==> src/rtl/melody_sequencer.sv <==
// Melody ROM player driving a piezo square wave, with start/stop, looping and a done pulse.
// Define MELODY_SEQ_GAP_EN to insert GAP_CYC silent cycles after every note.
module melody_sequencer #(
  parameter int CLK_HZ  = 50_000_000,
  parameter int BEAT_HZ = 8,
  parameter int SONG_W  = 3,
  parameter int IDX_W   = 6,
  parameter int HP_W    = 20,
  parameter int GAP_CYC = 500_000
) (
  input  logic                     CK,
  input  logic                     RST,
  input  logic                     START,
  input  logic                     STOP,
  input  logic [SONG_W-1:0]        SONG,
  input  logic                     LOOP,
  input  logic                     MUTE,
  output logic [SONG_W+IDX_W-1:0]  ROM_ADDR,
  input  logic [4+HP_W-1:0]        ROM_DATA,
  output logic                     BEEP,
  output logic                     BUSY,
  output logic                     DONE,
  output logic [IDX_W-1:0]         NOTE_IDX
);

  localparam int BEAT_DIV = CLK_HZ / BEAT_HZ;
  localparam int DUR_W    = $clog2(16 * BEAT_DIV);
  localparam logic [IDX_W-1:0] IDX_LAST = '1;

  if (BEAT_DIV < 2) begin : g_beatChk
    $error("melody_sequencer: CLK_HZ/BEAT_HZ must be at least 2");
  end
  if (GAP_CYC < 1) begin : g_gapChk
    $error("melody_sequencer: GAP_CYC must be at least 1");
  end

  typedef enum logic [2:0] {
    S_IDLE,
    S_FETCH,
    S_LOAD,
    S_PLAY
`ifdef MELODY_SEQ_GAP_EN
    , S_GAP
`endif
  } state_t;

  state_t             r_state;
  logic [SONG_W-1:0]  r_song;
  logic [IDX_W-1:0]   r_idx;
  logic [HP_W-1:0]    r_hp;
  logic [3:0]         r_dur;
  logic [HP_W-1:0]    r_toneCnt;
  logic [DUR_W-1:0]   r_durCnt;
  logic               r_phase;
  logic               r_beep;
  logic               r_busy;
  logic               r_done;

`ifdef MELODY_SEQ_GAP_EN
  localparam int GAP_W = $clog2(GAP_CYC + 1);
  localparam logic [GAP_W-1:0] GAP_LAST = GAP_W'(GAP_CYC - 1);
  logic [GAP_W-1:0]   r_gapCnt;
`endif

  logic [HP_W-1:0]    w_hpIn;
  logic [3:0]         w_durIn;
  logic               w_isEnd;
  logic [DUR_W-1:0]   w_durLast;

  assign w_hpIn    = ROM_DATA[HP_W-1:0];
  assign w_durIn   = ROM_DATA[HP_W+3:HP_W];
  assign w_isEnd   = &w_hpIn;
  assign w_durLast = DUR_W'((int'(r_dur) + 1) * BEAT_DIV - 1);

  // The phase register keeps the tone running while MUTE blanks only the output register.
  always_ff @(posedge CK) begin
    if (RST) begin
      r_state   <= S_IDLE;
      r_song    <= '0;
      r_idx     <= '0;
      r_hp      <= '0;
      r_dur     <= '0;
      r_toneCnt <= '0;
      r_durCnt  <= '0;
      r_phase   <= 1'b0;
      r_beep    <= 1'b0;
      r_busy    <= 1'b0;
      r_done    <= 1'b0;
`ifdef MELODY_SEQ_GAP_EN
      r_gapCnt  <= '0;
`endif
    end else begin
      r_done <= 1'b0;
      if (STOP) begin
        r_state <= S_IDLE;
        r_phase <= 1'b0;
        r_beep  <= 1'b0;
        r_busy  <= 1'b0;
      end else begin
        case (r_state)
          S_IDLE: begin
            r_beep <= 1'b0;
            if (START) begin
              r_song  <= SONG;
              r_idx   <= '0;
              r_busy  <= 1'b1;
              r_state <= S_FETCH;
            end
          end
          S_FETCH: r_state <= S_LOAD;
          S_LOAD: begin
            r_hp  <= w_hpIn;
            r_dur <= w_durIn;
            if (w_isEnd) begin
              if (LOOP) begin
                r_idx   <= '0;
                r_state <= S_FETCH;
              end else begin
                r_done  <= 1'b1;
                r_busy  <= 1'b0;
                r_state <= S_IDLE;
              end
            end else begin
              r_toneCnt <= '0;
              r_durCnt  <= '0;
              r_phase   <= 1'b0;
              r_state   <= S_PLAY;
            end
          end
          S_PLAY: begin
            if (r_durCnt == w_durLast) begin
              r_phase <= 1'b0;
              r_beep  <= 1'b0;
`ifdef MELODY_SEQ_GAP_EN
              r_gapCnt <= '0;
              r_state  <= S_GAP;
`else
              // The last ROM slot behaves as if followed by an end marker.
              if (r_idx == IDX_LAST) begin
                if (LOOP) begin
                  r_idx   <= '0;
                  r_state <= S_FETCH;
                end else begin
                  r_done  <= 1'b1;
                  r_busy  <= 1'b0;
                  r_state <= S_IDLE;
                end
              end else begin
                r_idx   <= r_idx + IDX_W'(1);
                r_state <= S_FETCH;
              end
`endif
            end else begin
              r_durCnt <= r_durCnt + DUR_W'(1);
              if (r_hp == '0) begin
                r_beep <= 1'b0;
              end else if (r_toneCnt == r_hp - HP_W'(1)) begin
                r_toneCnt <= '0;
                r_phase   <= ~r_phase;
                r_beep    <= ~r_phase & ~MUTE;
              end else begin
                r_toneCnt <= r_toneCnt + HP_W'(1);
                r_beep    <= r_phase & ~MUTE;
              end
            end
          end
`ifdef MELODY_SEQ_GAP_EN
          S_GAP: begin
            r_beep <= 1'b0;
            if (r_gapCnt == GAP_LAST) begin
              if (r_idx == IDX_LAST) begin
                if (LOOP) begin
                  r_idx   <= '0;
                  r_state <= S_FETCH;
                end else begin
                  r_done  <= 1'b1;
                  r_busy  <= 1'b0;
                  r_state <= S_IDLE;
                end
              end else begin
                r_idx   <= r_idx + IDX_W'(1);
                r_state <= S_FETCH;
              end
            end else begin
              r_gapCnt <= r_gapCnt + GAP_W'(1);
            end
          end
`endif
          default: begin
            r_beep  <= 1'b0;
            r_busy  <= 1'b0;
            r_state <= S_IDLE;
          end
        endcase
      end
    end
  end

  assign ROM_ADDR = {r_song, r_idx};
  assign NOTE_IDX = r_idx;
  assign BEEP     = r_beep;
  assign BUSY     = r_busy;
  assign DONE     = r_done;

endmodule
==> config.mk <==
export PLATFORM = sky130hd
export DESIGN_NAME = melody_sequencer
export DESIGN_NICKNAME = d
export VERILOG_FILES = /design/src/rtl/melody_sequencer.sv
export SDC_FILE = /design/constraint.sdc
export NUM_CORES = 1
export LEC_CHECK = 0
export CAP_MARGIN = 10
export CORE_MARGIN = 2
export CORE_UTILIZATION = 35
export CTS_BUF_LIST = sky130_fd_sc_hd__clkbuf_8
export CTS_CLUSTER_DIAMETER = 40
export DETAILED_ROUTE_END_ITERATION = 12
export PLACE_DENSITY = 0.56
export SLEW_MARGIN = 15
export SYNTH_ARGS = -nofsm -noshare
export SYNTH_HDL_FRONTEND = slang
export SYNTH_SLANG_ARGS = --single-unit
==> constraint.sdc <==
create_clock -name CK -period 17.8 [get_ports CK]
set_input_delay 2.67 -clock CK [delete_from_list [all_inputs] [get_ports CK]]
set_output_delay 2.67 -clock CK [all_outputs]
set_load 0.01 [all_outputs]
# ---- Word level (Yosys, flattened, before mapping)
# Index checks and enable logic that the tools add are counted.
dict set report totals {
  reg_bits 87
  latch_bits 0
  ramBits 0
  mem_bits_ro 0
  in_bits 33
  out_inout_bits 18
  elab_cells 94
  n_memories 0
}
dict set report classes {
  add_sub_neg 6
  n_mul 1
  div_mod_pow 0
  magnitude_cmp 0
  n_eq_ne 15
  n_shift 0
  mux 40
  n_bitwise 6
  n_reduce_logical 15
}
# operator n
set op_table {}
lappend op_table {{$mux 20} 4}
lappend op_table {{$mux 27} 2}
lappend op_table {{$pmux 27 s2} 1}
lappend op_table {{$pmux 20 s2} 1}
lappend op_table {{$mux 6} 5}
lappend op_table {{$add 27x1->27 const B} 1}
lappend op_table {{$eq 27x27->1} 1}
lappend op_table {{$sub 27x1->27 const B} 1}
lappend op_table {{$mul 5x19->23 const B} 1}
lappend op_table {{$add 20x1->20 const B} 1}
lappend op_table {{$eq 20x20->1} 1}
lappend op_table {{$logic_not 20->1} 1}
lappend op_table {{$reduce_and 20->1} 1}
lappend op_table {{$sub 20x1->20 const B} 1}
lappend op_table {{$pmux 6 s3} 1}
lappend op_table {{$mux 1} 17}
lappend op_table {{$reduce_and 5->1} 3}
lappend op_table {{$ne 2x2->1 const B} 7}
lappend op_table {{$pmux 3 s4} 1}
lappend op_table {{$mux 3} 3}
lappend op_table {{$reduce_and 4->1} 2}
lappend op_table {{$add 6x1->6 const B} 1}
lappend op_table {{$eq 3x2->1 const B} 2}
lappend op_table {{$eq 6x6->1 const B} 1}
lappend op_table {{14 further kinds} 23}

# ---- Logic depth before layout (Yosys ltp)
dict set report logic_depth {
  ltp_word 6
  depth_mapped 24
  depth_no_buf 21
}

# ---- Worst setup path before layout
# OpenSTA, ideal clock, no wires.
dict set report synth_path {
  path_type {register to register}
  start {register r_dur[0]}
  end {register r_toneCnt[17]}
  setup_time_ns 0.058
  arrival_ns 6.390
  required_ns 17.742
  setup_slack_ns 11.352
  path_stages_with_launch 24
  n_path_buf 2
  period_less_slack_ns 6.448
  cell_sequence {dfxtp_1 > clkbuf_1 > nand3_1 > xnor2_1 > inv_1 > fa_1 > xor2_1 > ha_1 > a21o_1 > inv_1 > fa_1 > inv_1 > ha_1 > or3b_1 > a2111oi_2 > o21ai_1 > nor4_1 > o2111ai_1 > xnor2_1 > or4_4 > a2111o_1 > a21oi_4 > buf_6 > o22a_1}
}
dict set report synth_via {
  elab_chain_cells 6
}
# element line_no
set synth_rtl {}
lappend synth_rtl {{start: declaration} 51} ;# logic [3:0] r_dur;
lappend synth_rtl {{start signal: assignment} 113} ;# r_dur <= w_durIn;
lappend synth_rtl {{$add 4x1->5} 73} ;# assign w_durLast = DUR_W'((int'(r_dur) + 1) * BEAT_DIV - 1);
lappend synth_rtl {{$mul 5x19->23} 73}
lappend synth_rtl {{$sub 27x1->27} 73}
lappend synth_rtl {{$eq 27x27->1} 131} ;# if (r_durCnt == w_durLast) begin
lappend synth_rtl {{$ne 2x2->1 (no source line)} --}
lappend synth_rtl {{$reduce_and 5->1 (no source line)} --}
lappend synth_rtl {{end signal: assignment} 162} ;# r_toneCnt <= r_toneCnt + HP_W'(1);
lappend synth_rtl {{end: declaration} 52} ;# logic [HP_W-1:0] r_toneCnt;
# No other way between the ends.
# A chain may end at the register's enable or synchronous reset.

# ---- Worst setup path in the final report
dict set report layout_path {
  start {register r_dur[0]}
  end {register r_toneCnt[0]}
}
# The elaborated chain is that of the path after synthesis.

==> flow_metrics.env <==
export IMPL_insertion_delay_ps=390
export IMPL_max_stage_delay_ps=880
export IMPL_syn_nets=1049
export IMPL_ys_types=85
export IMPL_area_delta_synth_final_pct=10.8
export IMPL_syn_avg_cell_area_um2=7.92
export IMPL_synth_area_leader_cell="dfxtp_1"
export IMPL_grt_first_pass_wirelength_um=33400
export IMPL_cpMostUsedCell="inv_1"
export IMPL_maxSlewHeadroom=0.306
export IMPL_critPathBufInv=3
export IMPL_synth_xor_area_frac=0.0786
export IMPL_clock_path_buffers=2
export IMPL_drv_slew=0
export IMPL_wl_per_cell_um=16.1
export IMPL_synth_ff_type="dfxtp_1"
export IMPL_routed_wl_um=20100
export IMPL_first_global_vias=6606
export IMPL_hpwlAfterDp_um=15700
export IMPL_cellLeakagePower_nw=3.12
export IMPL_cts_sinks=86
export IMPL_worstPathRequired_ps=18130
export IMPL_synthArstFlopShare=0
export IMPL_ios=51
export IMPL_synth_seq_area_share=0.228
export IMPL_maxCapViolations=0
export IMPL_route_detailed_drc=0
export IMPL_netlist_area_leader_share=0.228
export IMPL_yosysMostFrequentCell="nand2_1"
export IMPL_max_freq_ghz=0.137
export IMPL_timing_final_crit_period_ps=7310
export IMPL_powerDensity_nw_per_um2=46.2
export IMPL_overflow=0
export IMPL_syn_inst=955
export IMPL_ant_nets=0
export IMPL_cts_hold_buf=0
export IMPL_start_util=0.359
export IMPL_numCtsBuffers=9
export IMPL_die_area_um2=22800
export IMPL_synth_top_family_by_area="simple AND/OR/NAND/NOR gates"
export IMPL_cts_tree="built"
export IMPL_coreArea_um2=21100
export IMPL_final_util=0.398
export IMPL_synth_simple_area_share=0.286
export IMPL_synth_compound_area_share=0.223
export IMPL_netlist_area_um2=7570
export IMPL_synthMuxAreaShare=0.0134
export IMPL_irDropWorstVdd_v=0.0000334
export IMPL_via_per_inst=5.55
export IMPL_finalInstanceArea_um2=8390
export IMPL_outcome="completed"
export IMPL_power_mw=0.387
export IMPL_ctsResizeCount=0
export IMPL_grt_antenna_before_repair=0
export IMPL_io_buffers=50
export IMPL_critPathCaptureType="register"
export IMPL_crit_chain="nand3_1 > xnor2_1 > inv_1 > fa_1 > xor2_1 > ha_1 > a21o_1 > inv_1 > fa_1 > inv_1 > ha_1 > or3b_1 > a2111oi_2 > o21ai_1 > nor4_1 > o2111ai_1 > xnor2_1 > or4_4 > a2111o_1 > a21oi_4 > mux2_2"
export IMPL_place_area_um2=8200
export IMPL_post_cts_setup_buffers=0
export IMPL_final_period_utilization=0.411
export IMPL_synthAdderAreaFrac=0.115
export IMPL_track_usage=0.181
export IMPL_hold_viol=0
export IMPL_start_kind="register"
export IMPL_hold_path_class="reg -> reg"
export IMPL_antenna_cells=0
export IMPL_ys_top_cells_by_count="nand2_1, dfxtp_1, a21oi_1"
export IMPL_ys_ff_latch=86
export IMPL_finalSetupViolations=0
export IMPL_critPathKind="reg -> reg"
export IMPL_crit_fanout=18
export IMPL_crit_arrival_ps=7640
export IMPL_synth_edf_count=0
export IMPL_tns_ps=0
export IMPL_grt_max_degree=40
export IMPL_vias=6922
export IMPL_slowest_stage="dfxtp_1"
export IMPL_die_y_um=151
export IMPL_cts_root_buf="clkbuf_8"
export IMPL_yosys_warnings=0
export IMPL_clkTransAtPathRegs_ps=100
export IMPL_layout_nets=1061
export IMPL_drt_first_iter_violations=281
export IMPL_cp_top_family="compound AO/OA/AOI/OAI gates"
export IMPL_h_tree_depth=3
export IMPL_netlist_top_cells_area="dfxtp_1, ha_1, xnor2_1"
export IMPL_rows=53
export IMPL_die_w_um=151
export IMPL_gp_congestion=0.876
export IMPL_drt_pass1_iterations=5
export IMPL_rsz0062_at_grt="false"
export IMPL_drive_above_1_share=0.0545
export IMPL_fin_skew_ps=17.6
export IMPL_worst_pin_slew_ps=1040
## kinds of logic after synthesis
logic type                 count (synthesis)
buffers and inverters                    102
muxes                                     10
and+or+nand+nor                          394
xor gates and xnor gates                  67
adders and majority gates                 61
AOI/OAI and AO/OA                        235
DFF                                       86
## power by group
part / total (mW) / internal, mW / switching, mW
logic: 0.0528 / 0.0237 / 0.0290
registers: 0.195 / 0.194 / 0.00184
clock network: 0.139 / 0.0545 / 0.0844
## stage by stage
step                      hold slack [ps]  instances  setup slack (ps)
final                                 478       1247             10490
after global routing                  502       1247              9770
after CTS                             479       1247             10430
after detailed placement              463       1231             10470
after global placement                447       1231             10690
after floorplan                       456        955             11350
## worst paths after layout
check | endpoint | start | depth (start not counted) | slack [ps]
max | r_toneCnt[0]$_SDFFE_PP0P_ | r_dur[0]$_SDFFE_PP0P_ | 21 | 10490
min | BEEP$_SDFFE_PP0N_ | BEEP$_SDFFE_PP0N_ | 2 | 480
max reg2reg | r_toneCnt[0]$_SDFFE_PP0P_ | r_dur[0]$_SDFFE_PP0P_ | 21 | 10490
min reg2reg | BEEP$_SDFFE_PP0N_ | BEEP$_SDFFE_PP0N_ | 2 | 480
## metal layers
metal	vias to the layer above	wire (um)	global-route usage
met2	123	9050	0.296
met1	3224	9940	0.244
met3	28	604	0.0250
met5	-	0	0
li1	3547	-	-
met4	0	455	0.0617
## tightest hold or removal path: cells and delay by family, from the launching register on
kind	cells	cell delay, ps
flip-flops	1	330
AO/OA/AOI/OAI	1	50
AND/OR/NAND/NOR	1	60
## sequential cells by signal, summed over array words and instances, names as in the netlist
register and cells:
r_dur 4, BEEP 1, NOTE_IDX 6, BUSY 1
r_durCnt 27, DONE 1, r_phase 1, r_hp 20
r_song 3, r_state 2, r_toneCnt 20
## placed cells by master, fill, tap and decap left out, drive strengths merged, types with 20 or more instances in the layout
| cell type | n |
|---|---|
| a21oi | 61 |
| and3 | 25 |
| clkdlybuf4s50 | 50 |
| dfxtp | 86 |
| ha | 47 |
| inv | 54 |
| nand2 | 99 |
| nand3 | 41 |
| nand4 | 27 |
| nor2 | 48 |
| nor3 | 24 |
| nor4 | 20 |
| o21ai | 45 |
| xnor2 | 44 |
| xor2 | 23 |
## area by class of cell
type | instances | area (um^2)
clock buffer | 9 | 124
clock inverter | 7 | 62.6
fill | 2223 | 12700
inverter | 48 | 180
multi-input combinational | 767 | 5420
sequential | 86 | 1720
tap | 275 | 344
timing repair buffer | 55 | 538
No activity file was read; power rests on OpenSTA's default activity.
==> RTL change: new RTL, same flow settings <==
Register the output `ROM_ADDR`, cleared by the reset; this adds one clock of latency there. The other outputs are not delayed to match.
--- a/src/rtl/melody_sequencer.sv
+++ b/src/rtl/melody_sequencer.sv
@@ -196,7 +196,13 @@
     end
   end
 
-  assign ROM_ADDR = {r_song, r_idx};
+  always_ff @(posedge CK) begin
+    if (RST) begin
+      ROM_ADDR <= '0;
+    end else begin
+      ROM_ADDR <= {r_song, r_idx};
+    end
+  end
   assign NOTE_IDX = r_idx;
   assign BEEP     = r_beep;
   assign BUSY     = r_busy;
Behaviour: not the same (Yosys sat finds a counterexample within 4 cycles, from zero or initial values and one cycle with RST high).
==> RTL change against the unedited design <==
  * Sequential share of layout area up 1.4 points
  * Wire length up 4.8%
  * Worst hold slack worse by 15 ps
  * Synthesized area up 2.6%
  * Cell area up 3.2%
  * Sequential cell count up 9
  * Clock skew down 1.4 ps
  * Via count up 4.1%
  * Critical path depth down 2
  * Fmax up 5.3%
  * Setup slack better by 370 ps
  * Highest routed layer unchanged
Power is not compared: it rests on default switching activity, and its combinational part moved more than twofold at a synthesized area within 25%.
==> RTL change: results (changes against the unedited design) <==
stage,metric,value,unit,change
run_status,status,completed,,unchanged
layout,utilization,39.7,%,was 39.8%
grt,grt_max_degree,48,,was 40
yosys,synth_xor_area_share,7.17,%,was 7.86%
placed_design,hpwlAfterDp,15.8,mm,was 15.7 mm
critical_path,critPathMaxStageDelay,930,ps,was 880 ps
layout,fin_nets,1087,,"was 1,061"
sta,final.setup_skew,16.2,ps,was 17.6 ps
layout,layout-drive-gt1-share,4.51,%,was 5.45%
layout,nFillCells,2269,,"was 2,223"
placed_design,place_worst_setup_slack,10820,ps,"was 10,470 ps"
grt,met3_usage,3.12,%,was 2.50%
hold_path,min_path_type,flip-flop to flip-flop,,unchanged
grt,grt_pass1_vias,7000,,"was 6,606"
route,met1_length,9.92,mm,was 9.94 mm
grt,grt_use_met2,31.0,%,was 29.6%
route,viasPerCell,5.64,,was 5.55
grt,grt_util_all_layers,18.2,%,was 18.1%
placed_design,place_congestion,0.889,,was 0.876
yosys,synthTopCellsByArea,"dfxtp_1, ha_1, nand2_1",,"was dfxtp_1, ha_1, xnor2_1"
placed_design,dp_cells,1262,,"was 1,231"
route,wl,21.0,mm,was 20.1 mm
route,via_count,7204,,"was 6,922"
yosys,synth_cell_type_count,82,,was 85
yosys,synth_flop_cell,dfxtp_1,,unchanged
grt,grt_antenna_before_repair,0,,unchanged
route,drt-initial-drc-count,464,,was 281
grt,grt_pass1_wl,35.6,mm,was 33.4 mm
yosys,ys_seq_area_share,24.5,%,was 22.8%
clocking,ctsRootBufferMaster,clkbuf_8,,unchanged
critical_path,critPathSlowestCell,dfxtp_1,,unchanged
placed_design,place_area,0.00843,mm^2,was 0.00820 mm^2
yosys,yosys-top-cells-count,"nand2_1, dfxtp_1, a21oi_1",,unchanged
yosys,netlist_instances,981,,was 955
route,drt_pre_antenna_iters,6,,was 5
sta,worst_pin_slew,1020,ps,was 1040 ps
critical_path,crit_fanout,19,,was 18
route,wl_met2,10.0,mm,was 9.05 mm
critical_path,cp.arrival,7190,ps,was 7640 ps
clocking,cts_buffers,9,,unchanged
route,wl_met3,657,um,was 604 um
grt,grtUsageMet1,23.5,%,was 24.4%
layout,largestRegisters,"r_durCnt x27, r_hp x20, r_toneCnt x20",,unchanged
clocking,h-tree-depth,3,,unchanged
yosys,synth_adder_area_share,11.2,%,was 11.5%
yosys,synth_mux_area_share,1.72,%,was 1.34%
yosys,synth_compound_area_share,23.4,%,was 22.3%
[RTL change: final cells by class]
cell class                      count  area share (%)
Multi-Input combinational cell    777            62.8
Clock buffer                        9            1.43
Inverter                           54            2.34
Timing Repair Buffer               56            6.24
Sequential cell                    95            22.0
Clock inverter                      7            1.13
Tap cell                          280            4.05
[RTL change: worst paths after layout]
path	startpoint	endpoint	slack (ps)	depth (start not counted)
min reg2reg	r_song[2]	ROM_ADDR[8]	460	1
min	r_song[2]	ROM_ADDR[8]	460	1
max	r_dur[0]	r_toneCnt[19]	10860	19
max reg2reg	r_dur[0]	r_toneCnt[19]	10860	19
[RTL change: report_power, final]
| part | internal, mW | switching, mW | total (mW) |
|---|---|---|---|
| registers | 0.215 | 0.00347 | 0.218 |
| clock network | 0.0799 | 0.0838 | 0.164 |
| logic | 0.0423 | 0.0646 | 0.107 |
